--- config.mk ---
export PLATFORM = sky130hd
export DESIGN_NAME = adc_frame_align
export DESIGN_NICKNAME = d
export VERILOG_FILES = /design/src/rtl/adc_frame_align.sv
export SDC_FILE = /design/constraint.sdc
export NUM_CORES = 1
export LEC_CHECK = 0
export CAP_MARGIN = 30
export CORE_MARGIN = 10
export CORE_UTILIZATION = 53
export CTS_CLUSTER_DIAMETER = 150
export DETAILED_ROUTE_END_ITERATION = 10
export GPL_ROUTABILITY_DRIVEN = 0
export PLACE_DENSITY = 0.79
export SYNTH_ARGS = -nofsm -noshare
export SYNTH_HDL_FRONTEND = slang
export SYNTH_SLANG_ARGS = --single-unit
--- constraint.sdc ---
create_clock -name DatClkDiv -period 2.7 [get_ports DatClkDiv]
set_input_delay 0.54 -clock DatClkDiv [delete_from_list [all_inputs] [get_ports DatClkDiv]]
set_output_delay 0.54 -clock DatClkDiv [all_outputs]
set_load 0.01 [all_outputs]
--- src/rtl/adc_frame_align.sv ---
// Frame-word alignment controller: bitslips the frame serdes until the
// deserialized frame clock word shows the expected half-ones/half-zeros pattern.
module adc_frame_align #(
  parameter int AdcBits      = 14,
  parameter int SettleCycles = 4,
  parameter int LockCount    = 16,
  parameter int LossCount    = 4
) (
  input  logic        DatClkDiv,
  input  logic        DatRst_n,
  input  logic [15:0] FrmData,
  input  logic        Realign,
  output logic        FrmBitslip,
  output logic        FrmAlignDone,
  output logic        FrmAlignErr,
  output logic [3:0]  SlipCount
);

  localparam logic [AdcBits-1:0] FramePattern = {{(AdcBits/2){1'b1}}, {(AdcBits/2){1'b0}}};
  localparam logic [3:0] SettleInit = 4'(SettleCycles);
  localparam logic [3:0] SlipMax    = 4'(AdcBits);
  localparam logic [7:0] LockTarget = 8'(LockCount);
  localparam logic [7:0] LossTarget = 8'(LossCount);

  typedef enum logic [2:0] {Settle, Check, Slip, Locked, Fail} alignState_t;

  alignState_t state;
  logic [3:0]  settleCnt;
  logic [7:0]  matchCnt;
  logic [7:0]  missCnt;
  logic        frameMatch;
  logic        unusedUpper;

  assign frameMatch  = (FrmData[AdcBits-1:0] == FramePattern);
  assign unusedUpper = ^FrmData[15:AdcBits];

  // Realign behaves exactly like reset; FrmBitslip defaults low so a pulse never stretches.
  always_ff @(posedge DatClkDiv) begin
    if (!DatRst_n || Realign) begin
      state        <= Settle;
      settleCnt    <= SettleInit;
      matchCnt     <= 8'd0;
      missCnt      <= 8'd0;
      FrmBitslip   <= 1'b0;
      FrmAlignDone <= 1'b0;
      FrmAlignErr  <= 1'b0;
      SlipCount    <= 4'd0;
    end else begin
      FrmBitslip <= 1'b0;
      unique case (state)
        Settle: begin
          settleCnt <= settleCnt - 4'd1;
          if (settleCnt <= 4'd1) state <= Check;
        end
        Check: begin
          if (frameMatch) begin
            matchCnt <= matchCnt + 8'd1;
            if (matchCnt + 8'd1 == LockTarget) begin
              state        <= Locked;
              FrmAlignDone <= 1'b1;
              missCnt      <= 8'd0;
            end
          end else begin
            matchCnt <= 8'd0;
            if (SlipCount < SlipMax) begin
              state      <= Slip;
              FrmBitslip <= 1'b1;
              SlipCount  <= SlipCount + 4'd1;
            end else begin
              state       <= Fail;
              FrmAlignErr <= 1'b1;
            end
          end
        end
        Slip: begin
          state     <= Settle;
          settleCnt <= SettleInit;
        end
        // Lock is only dropped after LossCount mismatches in a row.
        Locked: begin
          if (frameMatch) begin
            missCnt <= 8'd0;
          end else if (missCnt + 8'd1 == LossTarget) begin
            state        <= Check;
            FrmAlignDone <= 1'b0;
            matchCnt     <= 8'd0;
            missCnt      <= 8'd0;
            SlipCount    <= 4'd0;
          end else begin
            missCnt <= missCnt + 8'd1;
          end
        end
        Fail: begin
          FrmAlignDone <= 1'b0;
          FrmAlignErr  <= 1'b1;
        end
        default: state <= Settle;
      endcase
    end
  end

endmodule

Yosys cells after proc, flatten, opt, wreduce, memory -nomap -nowiden
Index checks and enable logic that the tools add are counted.

operators by class
  reduce and logical (&&, ||, !) cells = 14
  order comparisons = 2
  multiplexer cells = 31
  bitwise logic cells = 2
  equal/unequal tests = 16
  add/subtract/negate cells = 4

operators by type and width
  cell                    count
  $mux W8                 7
  $pmux W8 S2             2
  $mux W3                 6
  $add A8 B1 Y8 const B   2
  $mux W4                 4
  $ne A2 B2 Y1 const B    8
  $pmux W4 S2             2
  $reduce_and A5 Y1       3
  $eq A14 B14 Y1 const B  1
  $pmux W3 S4             1
  $reduce_and A3 Y1       3
  $eq A8 B3 Y1 const B    1
  $eq A8 B5 Y1 const B    1
  $mux W1                 7
  $eq A3 B2 Y1 const B    2
  $reduce_bool A2 Y1      3
  $add A4 B1 Y4 const B   1
  $le A4 B1 Y1 const B    1
  $lt A4 B4 Y1 const B    1
  $sub A4 B1 Y4 const B   1
  $eq A3 B1 Y1 const B    1
  $eq A3 B3 Y1 const B    1
  $logic_not A3 Y1        1
  $ne A3 B3 Y1 const B    1
  7 further kinds         8

word-level totals
  word-level logic and storage cells = 77
  register bits after elaboration = 30

Depth between registers and ports, before layout
  word-level depth = 5
  depth in mapped cells = 7
  mapped depth without buffers = 6

Worst setup path before layout
OpenSTA, ideal clock, no wires.

  path type = in2reg
  from = in FrmData[3]
  to = reg matchCnt[6]
  stages on the path = 5
  path buffers = 1
  setup slack = 0.230 ns
  data arrival time = 2.395 ns
  cell sequence = or4_4 -> or4_4 -> buf_6 -> or4_1 -> a31oi_1

on the way
  cells in the longest elaborated chain, start to end = 3
  elaborated cells between the ends (all ways) = 5
  those cells by class = eq/ne: 2; mux: 2; reduce/logical: 1

ends and longest elaborated chain
  item                                              RTL line  source
  start: declaration                                11        input logic [15:0] FrmData,
  $eq A14 B14 Y1 (*)                                34        assign frameMatch = (FrmData[AdcBits-1:0] == FramePattern);
  $mux W8 or $ne A2 B2 Y1 (tied branches)           --
  $pmux W8 S2 or $reduce_and A3 Y1 (tied branches)  --
  end signal: assignment                            57        matchCnt <= matchCnt + 8'd1;
  end: declaration                                  29        logic [7:0] matchCnt;

Mark *: on every way between the ends. The rest lies on a longest branch, timed or not.
A chain may end at the register's enable or synchronous reset.

Final worst setup path
  from = in FrmData[3]
  to = reg matchCnt[3]

Same word-level chain as after synthesis.

==> run summary <==
status - completed
area growth from synthesis to layout - 26.6%
die width - 76.3 um
cts-stage hold buffer count - 0
antenna viol nets, final - 0
Overflow after GRT - 0
type of the worst setup path - input pin to flop
largest net degree at the start of global routing - 16
initial antenna violation count - 0
Post-DP Area - 2010 um2
DRC Markers - 0
maximum clock rate - 381 MHz
Yosys Warn Count - 0
RSZ-0062 raised after global routing - no
initial DRC count - 193
clock root cell - clkbuf_4
flops & latches, synth - 30
clock buffer count from CTS - 5
number of I/O port buffers - 23
CP Capture Type - flop
largest buffer count on any clock path - 2
max-slew violation count - 0
Post-Synth XOR/XNOR Area - 0.00521
Sum Neg Setup Slack - 0 ps
Hold Path Depth - 1
IO Count - 26
synthesized cell area - 1680 um2
final worst path period share - 0.973
Leak - 0.000731 uW
Synth Area in Simple Gates - 0.277
antenna cells - 0
Post-Synthesis Cells - 208
Cell Rows - 20
detailed placer's ending HPWL - 3.32 mm
Nets - 266
DRT Pass-1 Iters - 4
Worst VDD drop - 0.311 mV
first-pass GRT wire length - 7.67 mm
layout cells sized above 1 - 0.116
Post-Route Utilization - 0.697
largest family of logic cells by synthesized area - simple AND/OR/NAND/NOR gates
Worst EP arrival - 2890 ps
clock slew at reported path FFs - 100 ps
required time worst endpoint - 2970 ps
Least-Margin Pin Slew - 1070 ps
routed length per instance - 15.8 um
worst min-delay path class - flop to flop
commonest non-fill, non-tap cell in the layout - dfxtp_1
Top FF cell, synth - dfxtp_1
final hold violations - 0
Max-Cap Viols - 0
Total Routing Usage GR - 0.159
Clock Sinks - 30
most frequent cells in the layout - 30 x dfxtp_1, 23 x clkdlybuf4s50_1, 16 x nor2_1
Worst R2R Path Depth - 6
Starting Density - 0.550
Final Critical Period - 2630 ps
CTS H-Tree Depth - 2
DRT Wirelength - 4.52 mm
post-synth net total - 233
fillcell total - 258
Yosys cell types - 46
setup bufs post-CTS - 0
via count - 1,782
multiplexer share of the synthesized area - 0
post-synthesis compound-gate area fraction - 0.276
# setup viols final - 0
Finished Cell Area - 2130 um2
crit-path max FO - 9
Rel. slew slack - 0.282
die area - 5820 um2
core area - 3050 um2
PD cells - 474 nW/um2
total power - 1010 uW
EDFF count, synth - 0
area share of fa/ha/maj cells after synthesis - 0.0447
Startpoint Class - input pin
TritonCTS clock tree - yes
vias in the first global route - 1,688
worst skew pair latency - 340 ps
worst clock skew - 6.28 ps
sequential area share after synthesis - 0.357
die height - 76.3 um
FFs w/ async S/R, synth - 0
Avg Cell Area, Syn - 8.08 um2
post-DR vias/cell - 6.23
## state kept, by name, indices dropped and copies added, names as in the netlist
signal / count
missCnt: 8
matchCnt: 8
SlipCount: 4
FrmAlignDone: 1
FrmBitslip: 1
state: 3
FrmAlignErr: 1
settleCnt: 4
## cell type report
type / instances / area (um2) / area share
well taps: 44 / 55.1 / 0.0259
repair buffers: 35 / 320 / 0.151
flip-flops and latches: 30 / 601 / 0.282
clock inverters: 2 / 60.1 / 0.0282
inverters: 7 / 26.3 / 0.0124
clock buffers: 6 / 51.3 / 0.0241
multi-input cells: 162 / 1010 / 0.476
## routing by layer
metal | up-vias | track usage | share of wire
met2 | 83 | 0.264 | 0.50
met4 | 0 | 0.0799 | 0.019
met1 | 823 | 0.176 | 0.39
li1 | 866 | - | -
met3 | 10 | 0.0531 | 0.085
met5 | - | 0 | 0
## per-stage QoR
stage	instances	setup slack, ps	hold WS [ps]
final	286	72.7	478
after global routing	286	10.8	503
after CTS	286	77.1	481
after detailed placement	278	-281	456
after global placement	278	-225	448
after floorplan	208	230	456
## report_power, final
part	switching [uW]	total, uW	internal [uW]
combinational	31.4	71.4	40.0
sequential	5.03	452	447
clock	172	486	314
total	208	1010	800
## critical path: stages
cell	delay (ps)
clkdlybuf4s50_1	400
or4_4	530
or4_4	530
buf_4	180
or4_1	500
a31oi_1	200
## cells in the mapped netlist (all sizes together) (3+ instances only)
cell type | number | area, um2
o211ai | 8 | 60.1
a211oi | 4 | 30.0
or4 | 5 | 45.0
dfxtp | 30 | 601
and3 | 3 | 18.8
nor3 | 10 | 50.1
o21ai | 14 | 70.1
ha | 6 | 75.1
a21oi | 11 | 55.1
or2 | 3 | 18.8
nor2b | 4 | 25.0
nor4 | 5 | 31.3
a31oi | 12 | 75.1
nor2 | 16 | 60.1
o21a | 3 | 22.5
nand2 | 15 | 56.3
o31ai | 3 | 22.5
or3 | 3 | 20.0
nand3 | 12 | 60.1
clkbuf | 7 | 26.3
inv | 7 | 26.3
## logic make-up after synthesis
family | count (synthesis)
simple gates | 86
flops | 30
fa+ha+maj | 6
buf+inv | 16
compound gates | 69
xor+xnor | 1
## path summary, 6_finish.rpt
kind	start	end	slack, ps
worst max-delay path	FrmData[3]	matchCnt[3]	70
worst min-delay path	FrmAlignErr	FrmAlignErr	480
worst max register to register	missCnt[0]	matchCnt[3]	160
worst min register to register	FrmAlignErr	FrmAlignErr	480
## what timing repair did
item	in CTS	in global routing
endpoints found under the setup margin	0	4
resized for setup	0	1
hold endpoints to repair	0	0
Power figures use the tool's default switching activity.
